===== config.mk =====
export PLATFORM = sky130hd
export DESIGN_NAME = pc_sequencer
export DESIGN_NICKNAME = d
export VERILOG_FILES = /design/src/rtl/pc_sequencer.sv
export SDC_FILE = /design/constraint.sdc
export NUM_CORES = 1
export LEC_CHECK = 0
export BUFFER_PORTS_ARGS = -buffer_cell sky130_fd_sc_hd__buf_2
export CORE_ASPECT_RATIO = 0.75
export CORE_MARGIN = 4
export CORE_UTILIZATION = 52
export CTS_BUF_LIST = sky130_fd_sc_hd__clkbuf_4
export DETAILED_ROUTE_END_ITERATION = 10
export PLACE_DENSITY = 0.92
export SLEW_MARGIN = 20
export SYNTH_ARGS = -nofsm -noshare
export SYNTH_HDL_FRONTEND = slang
export SYNTH_SLANG_ARGS = --single-unit

===== constraint.sdc =====
create_clock -name i_clk -period 2.8 [get_ports i_clk]
set_input_delay 0.56 -clock i_clk [delete_from_list [all_inputs] [get_ports i_clk]]
set_output_delay 0.56 -clock i_clk [all_outputs]
set_load 0.05 [all_outputs]

===== src/rtl/pc_sequencer.sv =====
// Fetch-side PC sequencer: one outstanding instruction request, a holding register toward decode,
// and redirect handling with in-flight discard. Optional misaligned-redirect trap: PC_SEQ_MISALIGN_TRAP_EN.
module pc_sequencer #(
    parameter logic [31:0] RESET_VEC = 32'h0000_0000,
    parameter logic [31:0] TRAP_VEC  = 32'h0000_0100,
    parameter logic [31:0] PC_STEP   = 32'd4
) (
    input  logic        i_clk,
    input  logic        i_rst_n,
    output logic        o_imem_req,
    output logic [31:0] o_imem_addr,
    input  logic        i_imem_gnt,
    input  logic        i_imem_rvalid,
    input  logic [31:0] i_imem_rdata,
    output logic        o_ir_valid,
    output logic [31:0] o_ir,
    output logic [31:0] o_ir_pc,
    input  logic        i_ir_ready,
    input  logic        i_redirect,
    input  logic [31:0] i_redirect_pc,
    input  logic        i_stall,
    output logic [31:0] o_pc,
    output logic        o_misalign
);

    typedef enum logic [1:0] {BOOT, REQ, WAIT, HOLD} state_t;

    state_t      state, state_nx;
    logic [31:0] pc, pc_nx;
    logic [31:0] pc_inflight, pc_inflight_nx;
    logic [31:0] ir, ir_nx;
    logic [31:0] ir_pc, ir_pc_nx;
    logic        ir_valid, ir_valid_nx;
    logic        discard, discard_nx;
    logic        misalign, misalign_nx;
    logic [31:0] redirect_target;
    logic        redirect_misaligned;
    logic        granted;

`ifdef PC_SEQ_MISALIGN_TRAP_EN
    assign redirect_misaligned = |i_redirect_pc[1:0];
    assign redirect_target     = redirect_misaligned ? TRAP_VEC : i_redirect_pc;
`else
    // Low target bits are simply dropped when the trap is not built in.
    logic unused_lowbits;
    assign unused_lowbits      = ^i_redirect_pc[1:0];
    assign redirect_misaligned = 1'b0;
    assign redirect_target     = {i_redirect_pc[31:2], 2'b00};
`endif

    assign o_imem_req  = (state == REQ) && !i_stall;
    assign o_imem_addr = pc;
    assign granted     = o_imem_req && i_imem_gnt;

    assign o_pc       = pc;
    assign o_ir       = ir;
    assign o_ir_pc    = ir_pc;
    assign o_ir_valid = ir_valid;
    assign o_misalign = misalign;

    always_ff @(posedge i_clk or negedge i_rst_n) begin
        if (!i_rst_n) begin
            state       <= BOOT;
            pc          <= RESET_VEC;
            pc_inflight <= 32'h0;
            ir          <= 32'h0;
            ir_pc       <= 32'h0;
            ir_valid    <= 1'b0;
            discard     <= 1'b0;
            misalign    <= 1'b0;
        end else begin
            state       <= state_nx;
            pc          <= pc_nx;
            pc_inflight <= pc_inflight_nx;
            ir          <= ir_nx;
            ir_pc       <= ir_pc_nx;
            ir_valid    <= ir_valid_nx;
            discard     <= discard_nx;
            misalign    <= misalign_nx;
        end
    end

    always_comb begin
        state_nx       = state;
        pc_nx          = pc;
        pc_inflight_nx = pc_inflight;
        ir_nx          = ir;
        ir_pc_nx       = ir_pc;
        ir_valid_nx    = ir_valid;
        discard_nx     = discard;
        misalign_nx    = 1'b0;

        case (state)
            BOOT: state_nx = REQ;
            REQ: begin
                if (granted) begin
                    pc_inflight_nx = pc;
                    pc_nx          = pc + PC_STEP;
                    state_nx       = WAIT;
                end
            end
            WAIT: begin
                if (i_imem_rvalid) begin
                    if (discard) begin
                        discard_nx = 1'b0;
                        state_nx   = REQ;
                    end else begin
                        ir_nx       = i_imem_rdata;
                        ir_pc_nx    = pc_inflight;
                        ir_valid_nx = 1'b1;
                        state_nx    = HOLD;
                    end
                end
            end
            HOLD: begin
                if (i_ir_ready) begin
                    ir_valid_nx = 1'b0;
                    state_nx    = REQ;
                end
            end
            default: state_nx = BOOT;
        endcase

        // Redirect overrides everything above; a response still owed by memory must be swallowed.
        if (i_redirect) begin
            pc_nx       = redirect_target;
            ir_valid_nx = 1'b0;
            ir_nx       = ir;
            ir_pc_nx    = ir_pc;
            misalign_nx = redirect_misaligned;
            if ((state == WAIT && !i_imem_rvalid) || (state == REQ && granted)) begin
                discard_nx = 1'b1;
                state_nx   = WAIT;
            end else begin
                if (state == WAIT) begin
                    discard_nx = 1'b0;
                end
                state_nx = REQ;
            end
        end
    end

endmodule


==> results.md, run 1 <==
- The run finished with clean final reports.
- The count of buffers added on input and output ports is 192.
- Summed over all layers, the global routing overflow is 0.
- The synthesized design spends more area on one cell type than any other, namely dfrtp_1.
- The number of global-route vias before repair is approximately 4700.
- For this configuration, the core starts out at a cell density of roughly 54%.
- In the routed layout, each cell is associated on average with a via count of about 5.6.
- The number of pins exceeding their max-slew limit in the final report was 0.
- The H-tree level count is 4.
- The number of diodes added for antenna fixing is 0.
- The TritonCTS sink count is 126.
- The worst min-delay path class is in2async.
- After floorplanning, the core was divided into 33 placement rows.
- Timing would allow up to roughly 380 MHz.
- In this run the biggest area consumer among cell types represents between 50% and 60% of the synthesized area.
- The most frequent standard cell in the layout excluding fill and tap cells is buf_2.
- The CTS tree is done.
- The number of synthesized flops with an enable pin is 0.
- The signal arrival time at the worst endpoint is between 3000 and 4000 ps.
- The number of gates resized after cts is 0.
- The weighted congestion reported at the end of routability-driven placement is roughly 0.85.
- For the worst flop-to-flop path, the logic depth is 7.
- The number of antenna violations at the first check in global routing is 1.
- The total chip power is ~7.3 mW.
- Synthesis instantiated 43 different standard cells from the library.
- For this block, the routed nets add up to around 15 mm of wire.
- In the final layout, the share of cells above drive strength 1 is approximately two fifths.
- The actual transition at the worst max-transition pin is between 600 and 700 ps.
- The most crowded layer after global routing is met2.
- During synthesis, Yosys emitted a total of 0 warnings.
- Setup violations remaining at the end of the flow were counted as 0.
- Detailed placement finished with a half-perimeter wire length of ~11 mm.
- For this design the static power due to leakage is ~3.7 nW.
- By area the synthesized netlist is led by dfrtp_1 (53%), mux2_2 (12%), nand2_1 (7.7%).
- The count of nets after finishing is 805.
- The critical path starts at state[1]$_DFFE_PN0P_.
- The post-synthesis average cell area is between 10 and 15 um2.
- Global routing consumed, on the met3 layer, under 10% of the routing resources.
- The number of buffers created by CTS is 17.
- The I/O pin count is between 200 and 250.
- No sink is reached through more buffers than the 2 on the longest clock path.
- After detailed routing, the number of remaining DRC violations is 0.
- CTS placed an instance of clkbuf_4 at the clock tree root.
- Dividing the final minimum period by the clock period gives approximately 93%.
- The die covers ~13000 um2.
- The met1 usage is between 30% and 40%.
- STA puts the critical path data required time at 3240 ps.
- The total of max-cap violations is 0.
- The first detailed-routing pass ran for 5 iterations.
- The power density over the cells is 1013 nW/um2.
- Among all flip-flop cells after synthesis, the most frequent one is dfrtp_1.
- The post-route setup TNS is 0 ps.
- The core region is 11070 um2.
- The area of the mapped netlist is 5953 um2.
- The fraction of registers with async set or reset after synthesis is between 90% and 100%.
- The number of buffers inserted by post-CTS setup repair is 0.
- The layout filler cell count is 921.
- The final-report hold violation count is 0.
- The number of routed nets with antenna violations is 0.
- The type of element launching the critical path is a flop.
- The maximum fanout along the worst path is 18.
- The met2 usage is 36.44%.
- VDD sags by at most about 0.00054 V.
- Relative to the synthesized area, the layout overhead comes to 20.53%.
- The die is between 100 and 150 um wide.
- Entering global routing, the biggest net connects 74 pins.
- The shortest period the worst path allows is between 2000 and 3000 ps.
- Counting every instance in the synthesized netlist gives roughly 570.
- In the global route stage, overall resource usage came out at a little under a quarter.
- The violation count after the first detailed-routing iteration is between 300 and 400.
- The type of the worst setup path is reg2reg.
- Setup repair after global routing left no endpoint under its margin.
- The endpoint kind of the worst setup timing path is a flop.
- Dividing the detail-routed wire length by the instance count gives approximately 17 um.
- The final route contains roughly 5000 vias.
- The clock insertion delay at the later pin of the skew report is ~520 ps.
- The worst slew slack as a fraction of its limit is roughly 55%.
- The sequential fraction of the synthesis area is a little over half.
- From bottom edge to top edge, the die measures 100.7 um.
- The clock tree skew after final layout is roughly 12 ps.
- The first global-routing pass estimated ~24 mm of wire.
- The clock transition at the register clock pins on the worst setup and hold paths after CTS is between 100 and 150 ps.
- The number of hold buffers added after CTS is 0.
- The startpoint of the worst-slack reg-to-reg timing path is state[1]$_DFFE_PN0P_.
- The library cells used most frequently in the layout, excluding fill and tap cells, are buf_2 (191), dfrtp_1 (126), nand2_1 (122).
- Synthesis inferred 126 register bits.
## Yosys cell counts, types with 4 or more instances
cell        n
a21oi_1     5
a31oi_1    11
and3_1      5
buf_1       5
buf_2       6
buf_4      37
clkbuf_1   21
dfrtp_1   126
ha_1        4
inv_1       5
mux2_2     62
mux2i_1     4
nand2_1   122
nand3_1    22
nand4_1    15
nor2_1     14
nor2b_1    10
nor3_1      7
nor4_1      8
o21ai_0    18
o31ai_1     8
or4_1      18
xnor2_1     5
xor2_1      5
## path summary, 6_finish.rpt
kind | endpoint | slack (ps)
hold reg to reg | pc_inflight[17]$_DFFE_PN0P_ | 480
min in group i_clk | o_imem_addr[3]$_DFFE_PN0P_ | 250
setup reg to reg | o_imem_addr[23]$_DFFE_PN0P_ | 180
max in group asynchronous | o_ir_pc[13]$_DFFE_PN0P_ | 2040
setup / recovery | o_imem_addr[23]$_DFFE_PN0P_ | 180
hold / removal | o_ir[30]$_DFFE_PN0P_ | 40
## registers in the layout, summed over array words and instances, names as in the netlist
name / count
discard: 1
o_imem_addr: 30
o_ir: 32
o_ir_pc: 30
o_ir_valid: 1
pc_inflight: 30
state: 2
## cell families (layout without fill, tap and decap cells)
kind of cell               Yosys count  in the layout  synth area share, %
other                                1              7              0.06299
muxes                               66             66                12.40
xor gates and xnor gates            10             10                1.471
AOI/OAI and AO/OA                   55             55                5.885
DFF                                126            126                52.96
adders and majority gates            4              4               0.8407
and+or+nand+nor                    233            233                19.25
buffers and inverters               74            242                7.125
## power breakdown
group	internal [mW]	total [mW]	switching, mW
sequential	2.40	2.79	0.386
clock	0.812	1.52	0.712
combinational	0.779	2.95	2.18
total	3.99	7.27	3.27
## metrics by stage
stage / hold slack [ps] / std cells / util (%) / setup slack (ps) / cell area [um2]
floorplan: 264.4 / 575 / - / 394.9 / 5976
global route: 57.37 / 883 / 64.85 / 85.89 / 7176
CTS: 36.11 / 883 / 64.85 / 222.1 / 7176
detailed placement: 460.2 / 851 / 61.67 / 228.4 / 6824
global placement: 454.8 / 851 / 61.67 / 291.8 / 6824
finish: 38.97 / 883 / 64.85 / 182.3 / 7176
## metal layers
layer | part of all wire, % | vias to the layer above | wire length [um]
met5 | 0.068 | - | 10
met4 | 1.7 | 2 | 255
met3 | 7.1 | 23 | 1051
met2 | 48 | 208 | 7055
met1 | 43 | 2393 | 6438
li1 | - | 2278 | -
## area by class of cell
cell class	instances	area [um2]	area share (%)
clock buffer	18	135.1	1.883
clock inverter	14	216.5	3.017
inverter	5	18.77	0.2616
multi-input combinational	375	2400	33.44
sequential	126	3153	43.94
tap	140	175.2	2.441
timing repair buffer	205	1077	15.01
## worst max-delay path, cell delays in order (launching register included)
cell,delay (ps)
dfrtp_1,420
inv_1,100
ha_1,230
nand3b_1,240
buf_4,280
or4_4,580
or4_1,490
a31oi_1,200
Power figures use the tool's default switching activity.
==> run 2: changes to the inputs <==
--- a/config.mk
+++ b/config.mk
@@ -8,10 +8,10 @@
 export BUFFER_PORTS_ARGS = -buffer_cell sky130_fd_sc_hd__buf_2
 export CORE_ASPECT_RATIO = 0.75
 export CORE_MARGIN = 4
-export CORE_UTILIZATION = 52
+export CORE_UTILIZATION = 47
 export CTS_BUF_LIST = sky130_fd_sc_hd__clkbuf_4
 export DETAILED_ROUTE_END_ITERATION = 10
-export PLACE_DENSITY = 0.92
+export PLACE_DENSITY = 0.88
 export SLEW_MARGIN = 20
 export SYNTH_ARGS = -nofsm -noshare
 export SYNTH_HDL_FRONTEND = slang
==> constraint.sdc (replaced) <==
create_clock -name i_clk -period 2.3 [get_ports i_clk]
set_input_delay 0.46 -clock i_clk [delete_from_list [all_inputs] [get_ports i_clk]]
set_output_delay 0.46 -clock i_clk [all_outputs]
set_load 0.05 [all_outputs]
==> run 2 against run 1 <==
The flow now finishes with violations (setup timing). Die area is 9.9% higher. First-iteration DRC count down 0.30%. Sequential power is 21% higher. Clock power grew 5%. Worst hold slack gained 120 ps. Sequential share of layout area is 1.7 points lower. Highest routed layer unchanged. Wire length grew 4.2%. Largest power group unchanged. Final area up 4.2%. Via count up 1.6%. Count of clock-buffer cells in the layout shrank 1. Non-clock buffer count grew 28. Register-to-register slack lost 210 ps.
==> results.md, run 2 (synthesis results as in run 1) <==
- The flow ran to the end, but the final reports show violations.
- The checks that failed: setup timing.
- The clock transition at the register clock pins on the worst setup and hold paths after CTS came to 120 ps (about the same).
- The total wire length after detailed routing was 15.43 mm (+4.2%).
- The static leakage is 3.853 nW (+3.7%).
- The wire length per cell is 16.43 um (-2.0%).
- STA classifies the critical path startpoint as a flop.
- The effective utilization at floorplan was 48.21% (-5.6 points).
- The floorplan die width is 138.0 um (+4.9%).
- The count of nets after finishing is 833 (+3.5%).
- The fraction of power spent switching nets was 45.90% (+0.86 points).
- The library cell used most frequently in the layout, excluding fill and tap cells, is buf_2.
- The number of routed nets with antenna violations is 0 (unchanged).
- The H-tree level count is 4 (unchanged).
- The first-pass GRT wire length was 24.19 mm (+0.29%).
- The overflow left after global routing was 0 (unchanged).
- The number of global-route vias before repair was 4723 (-0.25%).
- The total of max-cap violations is 0 (unchanged).
- The number of standard-cell rows in the floorplan was 35 (+6.1%).
- The part of the total power dissipated in the clock network is 18.3% (-2.7 points).
- The power density over the cells is 1168 nW/um2 (+15%).
- The maximum number of buffers from clock root to sink is 2 (unchanged).
- The peak supply drop is 0.0006994 V (+31%).
- The number of pins exceeding their max-slew limit in the final report is 0 (unchanged).
- The final setup slack of the worst path is -30.27 ps (-212.6 ps).
- The actual transition at the worst max-transition pin was 572.5 ps (-109.0 ps).
- The smallest hold slack was 154.9 ps (+115.9 ps).
- The part of the power in combinational logic is 43.1% (+2.4 points).
- The net switching component of the power is 4.009 mW (+22%).
- Setup repair after global routing could not meet its margin everywhere.
- The flip-flop count of the largest register, all copies and words added is 32 (unchanged).
- The detail-routed via count per cell is 5.307 (-4.4%).
- The die area is 14550 um2 (+9.9%).
- The weighted congestion reported at the end of routability-driven placement came to 0.8509 (+0.64%).
- The number of DRC violations after detailed routing is 0 (unchanged).
- The count of final setup violators was 2 (+2).
- The min-delay analysis places its worst path in the category in2reg.
- The sequential power share is 38.5% (about the same).
- The required time at the endpoint of the critical path is 2740 ps (-500 ps).
- The library cell used as clock root buffer is clkbuf_4.
- The violation count after the first detailed-routing iteration is 329 (-0.30%).
- The maximum fanout along the worst path is 4 (-14).
- The share of layout cells above drive strength 1 is 44.10% (+3.2 points).
- The slack of the worst reg-to-reg path is -30 ps (-210 ps).
- The peak clock frequency supported by timing is 429.1 MHz (+12%).
- The area of the core came to 12350 um2 (+12%).
- The number of antenna violations at the first check in global routing was 2 (+1).
- The vertical extent of the die was 105.5 um (+4.8%).
- The count of vias placed by the detailed router is 4983 (+1.6%).
- The total iterations of the first detailed-routing run came to 5 (unchanged).
- The design internal power is 4.725 mW (+18%).
- The relative area change from synthesis to final layout is 25.56%.
- The shortest period the worst path allows is 2330 ps (-287.4 ps).
- The critical path in this run is classified as reg2reg.
- TritonCTS built the clock tree.
- The number of input and output port buffers inserted was 192 (unchanged).
- The I/O pin count is 202 (unchanged).
- The part of the cycle the worst path needs came to 101.3% (+7.8 points).
- The overall global routing resource usage was 21.19% (-1.6 points).
- The worst setup path is captured at a flop.
- The post-route setup TNS is -31.24 ps (-31.24 ps).
- The worst slew slack as a fraction of its limit is 61.48% (+6.9 points).
- Leaving out fill and tap cells, the most frequent cells in the layout are buf_2 (191), dfrtp_1 (123), nand2_1 (122).
- The final-report hold violation count was 0 (unchanged).
- The clock tree skew after final layout is 15.98 ps (+3.582 ps).
- The number of buffers created by CTS was 17 (unchanged).
- The signal arrival time at the worst endpoint is 2770 ps (-290 ps).
- The pin count of the biggest net entering global routing is 49 (-34%).
- The detailed placement HPWL is 11.30 mm (+5.7%).
- The clock insertion delay at the later pin of the skew report is 510 ps (about the same).
- The TritonCTS sink count is 126 (unchanged).
==> run 2: final cells by class <==
class                   count  area (um2)
inverters                   5       18.77
flip-flops and latches    126        3157
well taps                 166       207.7
clock buffers              17       127.6
multi-input cells         375        2454
diodes                      2       5.005
repair buffers            233        1335
clock inverters            15       170.2
fillers                  1040        4875
==> run 2: what timing repair did <==
| item | 4_1_cts | 5_1_grt |
|---|---|---|
| endpoints found under the setup margin | 11 | 19 |
| pin swaps | 5 | 3 |
| hold endpoints to repair | 45 | 0 |
| gates resized for setup | 5 | 10 |
| hold buffers | 1 | 0 |
| buffers inserted | 3 | 1 |
==> run 2: through the flow <==
step / utilization [%] / power, mW / setup WS (ps) / instances / area, um2
3_3_place_gp: 57.25 / 7.006 / -69.97 / 900 / 7071
4_1_cts: 60.09 / 8.788 / -64.05 / 936 / 7421
5_1_grt: 60.51 / 9.216 / -66.24 / 938 / 7472
3_5_place_dp: 57.25 / 7.141 / -114.0 / 900 / 7071
2_1_floorplan: - / 6.162 / 17.52 / 575 / 5979
6_report: 60.53 / 8.734 / -30.27 / 939 / 7475
==> run 2: critical path: stages (launching register included) <==
cell and delay (ps):
dfrtp_1 400, inv_2 80, ha_4 140, nand3b_1 170
buf_4 190, or4_4 520, buf_6 140, or4_1 460
a31oi_1 150
==> run 2: metal layers <==
layer  wire length [um]  up-vias  GRT usage (%)
met1               6603     2409          29.34
met4                173        2          5.712
li1                   -     2336              -
met2               7409      214          33.53
met3               1237       22          4.962
met5                  8        -              0
==> run 2: power by group through the flow <==
stage	sequential (mW)	clock, mW	combinational [mW]
global route	3.46	1.76	4.00
floorplan	4.92	0	1.25
finish	3.37	1.60	3.77
detailed placement	3.41	0	3.73
global placement	3.36	0	3.64
CTS	3.36	1.65	3.77
==> run 2: final timing paths <==
| kind | startpoint | end | depth (start not counted) |
|---|---|---|---|
| min | i_redirect_pc[4] | o_imem_addr[4]$_DFFE_PN0P_ | 3 |
| min reg2reg | pc_inflight[31]$_DFFE_PN0P_ | pc_inflight[31]$_DFFE_PN0P_ | 2 |
| min in group asynchronous | i_rst_n | o_ir_pc[22]$_DFFE_PN0P_ | 2 |
| max in group asynchronous | i_rst_n | o_imem_addr[3]$_DFFE_PN0P_ | 3 |
| max reg2reg | state[1]$_DFFE_PN0P_ | o_imem_addr[23]$_DFFE_PN0P_ | 8 |
| max | state[1]$_DFFE_PN0P_ | o_imem_addr[23]$_DFFE_PN0P_ | 8 |
